`config.mk`:
```
export PLATFORM = sky130hd
export DESIGN_NAME = char_stream_feeder_flat
export DESIGN_NICKNAME = d
export VERILOG_FILES = /design/src/rtl/parser_pkg.sv /design/src/rtl/char_stream_feeder_if.sv /design/src/rtl/char_fifo.sv /design/src/rtl/char_stream_feeder.sv /design/src/flat_wrapper.sv
export SDC_FILE = /design/constraint.sdc
export NUM_CORES = 1
export LEC_CHECK = 0
export BUFFER_PORTS_ARGS = -buffer_cell sky130_fd_sc_hd__buf_2
export CORE_UTILIZATION = 40
export DETAILED_ROUTE_END_ITERATION = 7
export PLACE_DENSITY_LB_ADDON = 0.1
export SETUP_SLACK_MARGIN = 0.02
export SYNTH_ARGS = -nofsm -noshare
export SYNTH_HDL_FRONTEND = slang
export SYNTH_SLANG_ARGS = --single-unit
export TNS_END_PERCENT = 30
```
`constraint.sdc`:
```
create_clock -name clk -period 2.4 [get_ports clk]
set_input_delay 0.24 -clock clk [delete_from_list [all_inputs] [get_ports clk]]
set_output_delay 0.24 -clock clk [all_outputs]
set_load 0.03 [all_outputs]
```
`src/rtl/parser_pkg.sv`:
```
// Shared definitions for the if/else parser front end: ASCII constants, the whitespace
// classifier and the feeder FSM state encoding.
package parser_pkg;

    localparam logic [7:0] CH_SPACE = 8'h20;
    localparam logic [7:0] CH_TAB   = 8'h09;
    localparam logic [7:0] CH_LF    = 8'h0A;
    localparam logic [7:0] CH_CR    = 8'h0D;

    typedef enum logic [1:0] {
        ST_IDLE  = 2'd0,
        ST_PULSE = 2'd1,
        ST_GAP   = 2'd2
    } feeder_state_t;

    function automatic logic is_ws(input logic [7:0] b);
        return (b == CH_SPACE) || (b == CH_TAB) || (b == CH_LF) || (b == CH_CR);
    endfunction

endpackage

```
`src/rtl/char_stream_feeder_if.sv`:
```
// Byte-in / character-out bus of the char stream feeder.
// Handshake: a byte transfers on a rising clk edge where in_valid && in_ready; in_ready never
// depends on in_valid. char_valid is a one-cycle strobe with no back-pressure; ascii_char is
// held between strobes.
interface char_stream_feeder_if;
    logic [7:0] in_byte;
    logic       in_valid;
    logic       in_ready;
    logic [6:0] ascii_char;
    logic       char_valid;

    modport master (
        output in_byte, in_valid,
        input  in_ready, ascii_char, char_valid
    );

    modport slave (
        input  in_byte, in_valid,
        output in_ready, ascii_char, char_valid
    );
endinterface

```
`src/rtl/char_fifo.sv`:
```
// DEPTH x WIDTH FIFO with synchronous flush; a push is refused when full even if a pop
// happens in the same cycle.
module char_fifo #(
    parameter int DEPTH = 16,
    parameter int WIDTH = 7
) (
    input  logic                       clk,
    input  logic                       rst,
    input  logic                       push,
    input  logic                       pop,
    input  logic                       flush,
    input  logic [WIDTH-1:0]           wdata,
    output logic [WIDTH-1:0]           rdata,
    output logic                       full,
    output logic                       empty,
    output logic [$clog2(DEPTH):0]     count
);
    localparam int AW = $clog2(DEPTH);

    logic [WIDTH-1:0] mem [DEPTH];
    logic [AW-1:0]    wr_ptr;
    logic [AW-1:0]    rd_ptr;
    logic             push_ok;
    logic             pop_ok;

    assign full    = (count == (AW + 1)'(DEPTH));
    assign empty   = (count == '0);
    assign push_ok = push && !full && !flush;
    assign pop_ok  = pop && !empty && !flush;
    assign rdata   = mem[rd_ptr];

    always_ff @(posedge clk) begin
        if (push_ok) begin
            mem[wr_ptr] <= wdata;
        end
    end

    // Pointers are exactly log2(DEPTH) wide, so they wrap without explicit compare.
    always_ff @(posedge clk or posedge rst) begin
        if (rst) begin
            wr_ptr <= '0;
            rd_ptr <= '0;
            count  <= '0;
        end else if (flush) begin
            wr_ptr <= '0;
            rd_ptr <= '0;
            count  <= '0;
        end else begin
            if (push_ok) wr_ptr <= wr_ptr + 1'b1;
            if (pop_ok)  rd_ptr <= rd_ptr + 1'b1;
            case ({push_ok, pop_ok})
                2'b10:   count <= count + 1'b1;
                2'b01:   count <= count - 1'b1;
                default: count <= count;
            endcase
        end
    end

endmodule

```
`src/rtl/char_stream_feeder.sv`:
```
// Buffers text bytes and re-times them as single-cycle char_valid pulses separated by
// GAP_CYCLES idle cycles. Optional macro WS_COLLAPSE_EN collapses whitespace runs to one space.
module char_stream_feeder
    import parser_pkg::*;
#(
    parameter int DEPTH      = 16,
    parameter int GAP_CYCLES = 1
) (
    input  logic                 clk,
    input  logic                 rst,
    char_stream_feeder_if.slave  bus,
    input  logic                 flush,
    output logic                 busy,
    output logic                 bad_char,
    output feeder_state_t        fsm_state
);
    localparam int CW = $clog2(DEPTH) + 1;
    localparam int GW = (GAP_CYCLES > 1) ? $clog2(GAP_CYCLES) : 1;

    generate
        if (GAP_CYCLES < 1) begin : g_bad_gap
            $error("char_stream_feeder: GAP_CYCLES must be >= 1");
        end
        if (DEPTH < 2 || (DEPTH & (DEPTH - 1)) != 0) begin : g_bad_depth
            $error("char_stream_feeder: DEPTH must be a power of 2 and >= 2");
        end
    endgenerate

    logic          full;
    logic          empty;
    logic [CW-1:0] count;
    logic [6:0]    fifo_rdata;
    logic          accept;
    logic          wr_en;
    logic [6:0]    wr_data;
    logic          pop;
    feeder_state_t state;
    feeder_state_t state_n;
    logic [GW-1:0] gap_cnt;
    logic [GW-1:0] gap_n;
    logic [6:0]    ascii_q;

    assign bus.in_ready = !full && !flush;
    assign accept       = bus.in_valid && bus.in_ready;

`ifdef WS_COLLAPSE_EN
    logic last_ws;
    logic in_ws;

    assign in_ws   = is_ws(bus.in_byte);
    assign wr_en   = accept && !bus.in_byte[7] && !(in_ws && last_ws);
    assign wr_data = in_ws ? CH_SPACE[6:0] : bus.in_byte[6:0];

    // Dropped high-bit bytes leave the whitespace history untouched.
    always_ff @(posedge clk or posedge rst) begin
        if (rst) begin
            last_ws <= 1'b0;
        end else if (flush) begin
            last_ws <= 1'b0;
        end else if (accept && !bus.in_byte[7]) begin
            last_ws <= in_ws;
        end
    end
`else
    assign wr_en   = accept && !bus.in_byte[7];
    assign wr_data = bus.in_byte[6:0];
`endif

    char_fifo #(
        .DEPTH (DEPTH),
        .WIDTH (7)
    ) u_fifo (
        .clk   (clk),
        .rst   (rst),
        .push  (wr_en),
        .pop   (pop),
        .flush (flush),
        .wdata (wr_data),
        .rdata (fifo_rdata),
        .full  (full),
        .empty (empty),
        .count (count)
    );

    always_comb begin
        state_n = state;
        gap_n   = gap_cnt;
        pop     = 1'b0;
        if (flush) begin
            state_n = ST_IDLE;
        end else begin
            case (state)
                ST_IDLE: begin
                    if (!empty) begin
                        pop     = 1'b1;
                        state_n = ST_PULSE;
                    end
                end
                ST_PULSE: begin
                    gap_n   = GW'(GAP_CYCLES - 1);
                    state_n = ST_GAP;
                end
                ST_GAP: begin
                    if (gap_cnt == '0) begin
                        if (!empty) begin
                            pop     = 1'b1;
                            state_n = ST_PULSE;
                        end else begin
                            state_n = ST_IDLE;
                        end
                    end else begin
                        gap_n = gap_cnt - 1'b1;
                    end
                end
                default: state_n = ST_IDLE;
            endcase
        end
    end

    always_ff @(posedge clk or posedge rst) begin
        if (rst) begin
            state    <= ST_IDLE;
            gap_cnt  <= '0;
            ascii_q  <= '0;
            bad_char <= 1'b0;
        end else begin
            state   <= state_n;
            gap_cnt <= gap_n;
            if (pop) ascii_q <= fifo_rdata;
            if (accept && bus.in_byte[7]) bad_char <= 1'b1;
        end
    end

    // char_valid comes straight off the state register so an async reset drops it at once.
    assign bus.char_valid = (state == ST_PULSE);
    assign bus.ascii_char = ascii_q;
    assign busy           = (count != '0) || (state != ST_IDLE);
    assign fsm_state      = state;

endmodule
```
`src/flat_wrapper.sv`:
```
// flat-port wrapper written by rule: the top's interface ports become plain ports
module char_stream_feeder_flat import parser_pkg::*;
#(
    parameter int DEPTH      = 16,
    parameter int GAP_CYCLES = 1
)
  (clk, rst, flush, busy, bad_char, fsm_state, bus_in_byte, bus_in_valid, bus_in_ready, bus_ascii_char, bus_char_valid);
  char_stream_feeder_if bus_i ();
  input  logic clk;
  input  logic rst;
  input  logic flush;
  output logic busy;
  output logic bad_char;
  output feeder_state_t fsm_state;
  input wire logic [$bits(bus_i.in_byte)-1:0] bus_in_byte;
  input wire logic [$bits(bus_i.in_valid)-1:0] bus_in_valid;
  output wire logic [$bits(bus_i.in_ready)-1:0] bus_in_ready;
  output wire logic [$bits(bus_i.ascii_char)-1:0] bus_ascii_char;
  output wire logic [$bits(bus_i.char_valid)-1:0] bus_char_valid;
  assign bus_i.in_byte = bus_in_byte;
  assign bus_i.in_valid = bus_in_valid;
  assign bus_in_ready = bus_i.in_ready;
  assign bus_ascii_char = bus_i.ascii_char;
  assign bus_char_valid = bus_i.char_valid;
  char_stream_feeder #(.DEPTH(DEPTH), .GAP_CYCLES(GAP_CYCLES)) u_core (.clk(clk), .rst(rst), .bus(bus_i), .flush(flush), .busy(busy), .bad_char(bad_char), .fsm_state(fsm_state));
endmodule
```
==> impl_metrics.yaml, run 1 <==
power_and_ir_drop:
  p_seq_share_pct: 40.2
  p_per_area_nw_per_um2: 1030
  switching_share_pct: 28.3
  p_sw_w: 0.00199
  total_power_w: 0.00703
  vdd_ir_drop_max_v: 0.000498
  pwr-share-comb_pct: 23.9
  p_clk_share_pct: 36.0
  cellLeakagePower_nw: 2.41
  p_int_w: 0.00504
synth:
  yosysMostFrequentCell: "edfxtp_1"
  synth_nets: 334
  yosys-top-cells-area: "edfxtp_1, mux4_2, dfrtp_1"
  syn-cell-area_um2: 5630
  synth_top_area_cell: "edfxtp_1"
  ys_top_cells_by_count: "edfxtp_1, mux4_2, dfrtp_1, mux2i_1, nor2_1"
  synth-seq-area-share_pct: 70.0
  synth_ff_type: "edfxtp_1"
  synth.avg_cell_area_um2: 18.0
  synth_edf_count: 112
  yosys.area.top_type_share_pct: 59.7
  ys_warn_count: 0
  netlist_instances: 313
  ys_ff_latch: 135
  async_reset_ff_share_pct: 17.0
  yosysUniqueCellTypes: 42
detailed_routing:
  antenna_left: 0
  dr.pass1.iters: 4
  wl_per_cell_um: 20.9
  vias: 3008
  routed_wl_um: 11800
  drc: 0
  drtIter0Drc: 183
  via_per_inst: 5.33
floorplanning:
  start_util_pct: 41.7
  placeableCoreArea_um2: 13500
  die_width_um: 121
  row_count: 42
  fp.dieH_um: 121
  ios: 25
  dieArea_um2: 14600
sta:
  max-slew-margin-rel_pct: 61.0
  finalClockSkew_ns: 0.0151
  fin_ws_ns: 0.0685
  holdWs_ns: 0.0709
  fmaxAchievable_mhz: 429
  hold_viol: 0
  max_slew.worst_pin.slew_ns: 0.584
  post-route-period-util_pct: 97.1
  finalSetupTns_ns: 0
  slew_viol_final: 0
  rsz0062_at_grt: "yes"
  fin_crit_ns: 2.33
  setup_viol: 0
clock_tree:
  cts_sinks: 135
  htree_levels: 4
  cts_tree: "built"
  clockRootBuffer: "clkbuf_16"
  cts_buffer_depth: 2
  cts_buffers: 17
  clkLatencyLatePin_ns: 0.43
  path_clk_slew_ns: 0.06
layout:
  antennaDiodeCount: 0
  n_fill_cell: 1116
  synthToLayoutAreaGrowth_pct: 21.4
  fin_nets: 396
  drive_gt1_share_pct: 33.8
  post-route-cell-area_um2: 6830
place:
  dpl-instance-area_um2: 6190
  place_congestion: 0.752
  dp_slack_ns: 0.0159
  port-buffer-count: 24
  hpwl_um: 7640
worst_setup_path:
  cp.required_ns: 2.16
  critical_path_buf_inv_count: 2
  crit_family: "simple AND/OR/NAND/NOR gates"
  crit_path_top_delay_cell: "or4_4"
  worstPathMaxFanout: 4
  r2r_slack_ns: 0.11
  slowest_delay_ns: 0.54
  worstPathCellList: "or4_4 -> buf_4 -> or4_4 -> buf_6"
  crit_path_end_kind: "output port"
  cp_common_cell: "or4_4"
  worstSetupPathType: "register to output port"
  crit_arrival_ns: 2.09
  cp-start-kind: "register"
grt:
  grt_overflow: 0
  track_usage_pct: 17.9
  grt_pass1_vias: 2969
  antenna_found_initial: 0
  grt_pass1_wl_um: 18200
  grt_max_degree: 30
min_path:
  min_path_type: "input pin to register"
outcome:
  status: "complete, no violations"
run:
  timing.max_cap.violations: 0
sequential cells by signal, indices dropped and copies added (netlist names):
name and cells:
u_core.bad_char 1, u_core.u_fifo.count 5, u_core.bus.ascii_char 7, u_core.u_fifo.rd_ptr 4, u_core.u_fifo.mem 112, u_core.fsm_state 2, u_core.u_fifo.wr_ptr 4
cell usage in the layout, fill, tap and decap left out, types with 2 or more instances in the layout:
cell / instances
a21oi_1: 2
nand2b_4: 2
buf_6: 2
or4_4: 2
ha_1: 6
nand3b_1: 2
a211o_1: 2
buf_4: 25
clkinv_1: 3
dfrtp_1: 22
a21oi_2: 3
nand4_1: 2
and2_1: 12
buf_12: 3
clkinvlp_4: 2
nor3_1: 2
edfxtp_1: 112
nor2b_1: 2
bufinv_16: 3
o211ai_1: 2
nand2_1: 10
buf_2: 23
clkbuf_1: 4
xor2_1: 2
mux2_4: 3
clkbuf_16: 17
xnor2_1: 3
inv_1: 14
nand3_1: 3
clkinv_2: 3
nor2_1: 18
and3_1: 2
mux2i_1: 18
o221ai_1: 7
mux4_2: 28
ha_4: 2
metal layers:
| layer | routed length [um] | share of wire [%] | global-route usage [%] |
|---|---|---|---|
| met1 | 5750 | 49 | 26.0 |
| met5 | 0 | 0 | 0 |
| met3 | 532 | 4.5 | 4.76 |
| met4 | 106 | 0.90 | 7.25 |
| met2 | 5420 | 46 | 25.6 |
final cells by class:
| class | count | area, um^2 | area share (%) |
|---|---|---|---|
| timing repair buffer | 54 | 395 | 5.79 |
| clock buffer | 21 | 440 | 6.44 |
| inverter | 16 | 62.6 | 0.915 |
| multi-input combinational | 151 | 1640 | 24.1 |
| sequential | 135 | 3940 | 57.7 |
| clock inverter | 11 | 131 | 1.92 |
| tap | 176 | 220 | 3.22 |
power by group through the flow:
stage | sequential (W) | combinational (W) | clock (W)
CTS | 0.00282 | 0.00161 | 0.00258
global route | 0.00284 | 0.00182 | 0.00267
floorplan | 0.00296 | 0.000961 | 0
detailed placement | 0.00287 | 0.00156 | 0
global placement | 0.00287 | 0.00155 | 0
finish | 0.00282 | 0.00168 | 0.00253
cells by family after synthesis:
logic type | count (synthesis) | share of synthesized area (%)
AOI/OAI and AO/OA | 26 | 4.00
xor gates and xnor gates | 5 | 0.778
adders and majority gates | 9 | 2.13
buffers and inverters | 27 | 1.91
DFF | 135 | 70.0
muxes | 49 | 15.2
and+or+nand+nor | 62 | 6.02
final timing paths:
path	cells after the start	start	endpoint
max	4	u_core.u_fifo.count[1]$_DFFE_PP0P_	busy
min	2	bus_in_valid	u_core.bad_char$_DFFE_PP0P_
max reg2reg	9	u_core.u_fifo.count[0]$_DFFE_PP0P_	u_core.u_fifo.count[4]$_DFFE_PP0P_
min reg2reg	1	u_core.bad_char$_DFFE_PP0P_	u_core.bad_char$_DFFE_PP0P_
max in group asynchronous	4	rst	u_core.bus.ascii_char[3]$_DFFE_PP0N_
min in group asynchronous	3	rst	u_core.u_fifo.count[3]$_DFFE_PP0P_
timing repair:
item,in CTS,in global routing
hold endpoints to repair,13,0
pin swaps,1,7
endpoints found under the setup margin,2,3
hold buffers,1,0
buffers inserted,1,1
gates resized for setup,3,7
stage by stage:
stage	utilization [%]	std cells
floorplan	-	313
global placement	45.8	529
detailed placement	45.8	529
CTS	50.3	563
global route	50.6	564
finish	50.6	564
(Power assumes the default switching activity.)
==> run 2, diff against run 1 <==
--- a/config.mk
+++ b/config.mk
@@ -5,10 +5,10 @@
 export SDC_FILE = /design/constraint.sdc
 export NUM_CORES = 1
 export LEC_CHECK = 0
-export BUFFER_PORTS_ARGS = -buffer_cell sky130_fd_sc_hd__buf_2
+export BUFFER_PORTS_ARGS = -buffer_cell sky130_fd_sc_hd__buf_4
 export CORE_UTILIZATION = 40
 export DETAILED_ROUTE_END_ITERATION = 7
-export PLACE_DENSITY_LB_ADDON = 0.1
+export PLACE_DENSITY = 0.66
 export SETUP_SLACK_MARGIN = 0.02
 export SYNTH_ARGS = -nofsm -noshare
 export SYNTH_HDL_FRONTEND = slang
==> run 2 against run 1 <==
- via count decreased by 2.2%
- maximum frequency shrank 0.43%
- cell count decreased by 0.89%
- global-route usage is 1.5 points lower
- non-clock buffer count decreased by 5
- worst setup slack got worse by 0.010 ns
- sequential power decreased by 2%
- sequential cell count unchanged
- cell area rose by 0.15%
- first-iteration DRC count is 43% higher
- largest power group unchanged
- highest routed layer unchanged
==> impl_metrics.yaml, run 2 (synthesis gave the netlist of run 1 again) <==
detailed_routing:
  drc: 0
  antenna_left: 0
  wl_per_cell_um: 19.3
  dr.pass1.iters: 4
  routed_wl_um: 10800
  vias: 2942
  via_per_inst: 5.26
  drtIter0Drc: 262
worst_setup_path:
  r2r_slack_ns: 0.07
  worstPathMaxFanout: 3
  crit_path_end_kind: "output port"
  r2r-end: "u_core.u_fifo.count[4]$_DFFE_PP0P_"
  r2r_start: "u_core.u_fifo.count[0]$_DFFE_PP0P_"
  cp.required_ns: 2.16
  cp-start-kind: "register"
  worstSetupPathType: "register to output port"
  rr_worst_depth: 10
  crit_arrival_ns: 2.10
sta:
  setup_viol: 0
  slew_viol_final: 0
  max_slew.worst_pin.slew_ns: 0.906
  rsz0062_at_grt: "yes"
  finalClockSkew_ns: 0.00562
  max-slew-margin-rel_pct: 39.5
  fmaxAchievable_mhz: 427
  hold_viol: 0
  finalSetupTns_ns: 0
  fin_ws_ns: 0.0584
  fin_crit_ns: 2.34
  post-route-period-util_pct: 97.6
grt:
  track_usage_pct: 16.4
  grtUsageMet3_pct: 4.72
  grt_max_degree: 31
  top_usage_layer: "met2"
  use_met1_pct: 21.9
  antenna_found_initial: 0
  global_route.usage.met2_pct: 26.0
  grt_pass1_vias: 3012
  grt_overflow: 0
  grt_pass1_wl_um: 17200
layout:
  final_common_cell: "edfxtp_1"
  synthToLayoutAreaGrowth_pct: 21.6
  largest_reg_flops: 112
  antennaDiodeCount: 0
  largest-register: "u_core.u_fifo.mem"
  drive_gt1_share_pct: 32.6
  fin_nets: 391
  mostFrequentLayoutCells: "edfxtp_1, buf_4, mux4_2, dfrtp_1"
clock_tree:
  clkLatencyLatePin_ns: 0.41
  htree_levels: 4
  cts_tree: "built"
  cts_sinks: 135
  path_clk_slew_ns: 0.06
  ctsHoldBuffers: 0
  cts_buffer_depth: 2
  clockRootBuffer: "clkbuf_16"
  cts_buffers: 17
place:
  place_congestion: 0.757
  hpwl_um: 7110
  port-buffer-count: 24
  dp_slack_ns: 0.0436
run:
  timing.max_cap.violations: 0
floorplanning:
  row_count: 42
  placeableCoreArea_um2: 13500
  die_width_um: 121
  fp.dieH_um: 121
  dieArea_um2: 14600
  start_util_pct: 41.7
  ios: 25
outcome:
  status: "complete, no violations"
power_and_ir_drop:
  vdd_ir_drop_max_v: 0.000542
  cellLeakagePower_nw: 2.40
  p_per_area_nw_per_um2: 1030
min_path:
  min_path_type: "input pin to asynchronous set/reset pin"
run 2: cell count changes in the layout (fill, tap and decap cells not counted), moves of 3 or more:
cell,delta
buf_2,-23
buf_4,+20
clkinv_1,-3
clkbuf_8,+3
run 2: how the worst max path moves through the flow:
stage | from | to | slack (ns) | cells after the start
floorplan | u_core.u_fifo.count[3]$_DFFE_PP0P_ | u_core.u_fifo.count[4]$_DFFE_PP0P_ | -0.03 | 10
global placement | u_core.u_fifo.count[3]$_DFFE_PP0P_ | u_core.u_fifo.count[4]$_DFFE_PP0P_ | 0.09 | 10
detailed placement | u_core.u_fifo.count[3]$_DFFE_PP0P_ | u_core.u_fifo.count[4]$_DFFE_PP0P_ | 0.04 | 10
CTS | u_core.u_fifo.count[3]$_DFFE_PP0P_ | u_core.u_fifo.count[4]$_DFFE_PP0P_ | 0.03 | 10
global route | u_core.u_fifo.count[0]$_DFFE_PP0P_ | u_core.u_fifo.count[4]$_DFFE_PP0P_ | -0.002 | 10
finish | u_core.u_fifo.count[0]$_DFFE_PP0P_ | busy | 0.06 | 4
run 2: timing repair:
item                                   CTS  global route
resized for setup                        0             2
endpoints found under the hold margin    0             0
setup endpoints to repair                0             2
buffers inserted                         0             2
run 2: area by class of cell:
| type | instances | area (um^2) |
|---|---|---|
| Fill cell | 1089 | 6660 |
| Inverter | 16 | 60.1 |
| Sequential cell | 135 | 3940 |
| Clock inverter | 8 | 123 |
| Clock buffer | 24 | 482 |
| Timing Repair Buffer | 49 | 409 |
| Tap cell | 176 | 220 |
| Multi-Input combinational cell | 151 | 1610 |
run 2: worst max-delay path, stage by stage, from the launching register on:
cell	delay, ns
dfrtp_1	0.38
or4_4	0.57
buf_4	0.16
or4_1	0.42
buf_6	0.16
run 2: layer usage:
| metal | vias up | wire, um |
|---|---|---|
| met3 | 10 | 384 |
| met4 | 0 | 104 |
| met2 | 52 | 5310 |
| li1 | 1340 | - |
| met1 | 1540 | 4980 |
| met5 | - | 0 |
run 2: where the power goes:
part           internal [W]  total [W]  switching, W
combinational      0.000757    0.00169      0.000935
sequential          0.00268    0.00277     0.0000874
clock               0.00171    0.00262      0.000908
run 2: stage by stage:
step           hold WS (ns)  util (%)  instance area (um^2)  cells  total power [W]
2_1_floorplan         0.242         -                  5650    313          0.00392
3_3_place_gp          0.456      46.0                  6220    525          0.00444
3_5_place_dp          0.473      46.0                  6220    525          0.00447
4_1_cts              0.0407      50.5                  6820    557          0.00710
5_1_grt              0.0845      50.7                  6840    559          0.00736
6_report             0.0275      50.7                  6840    559          0.00708
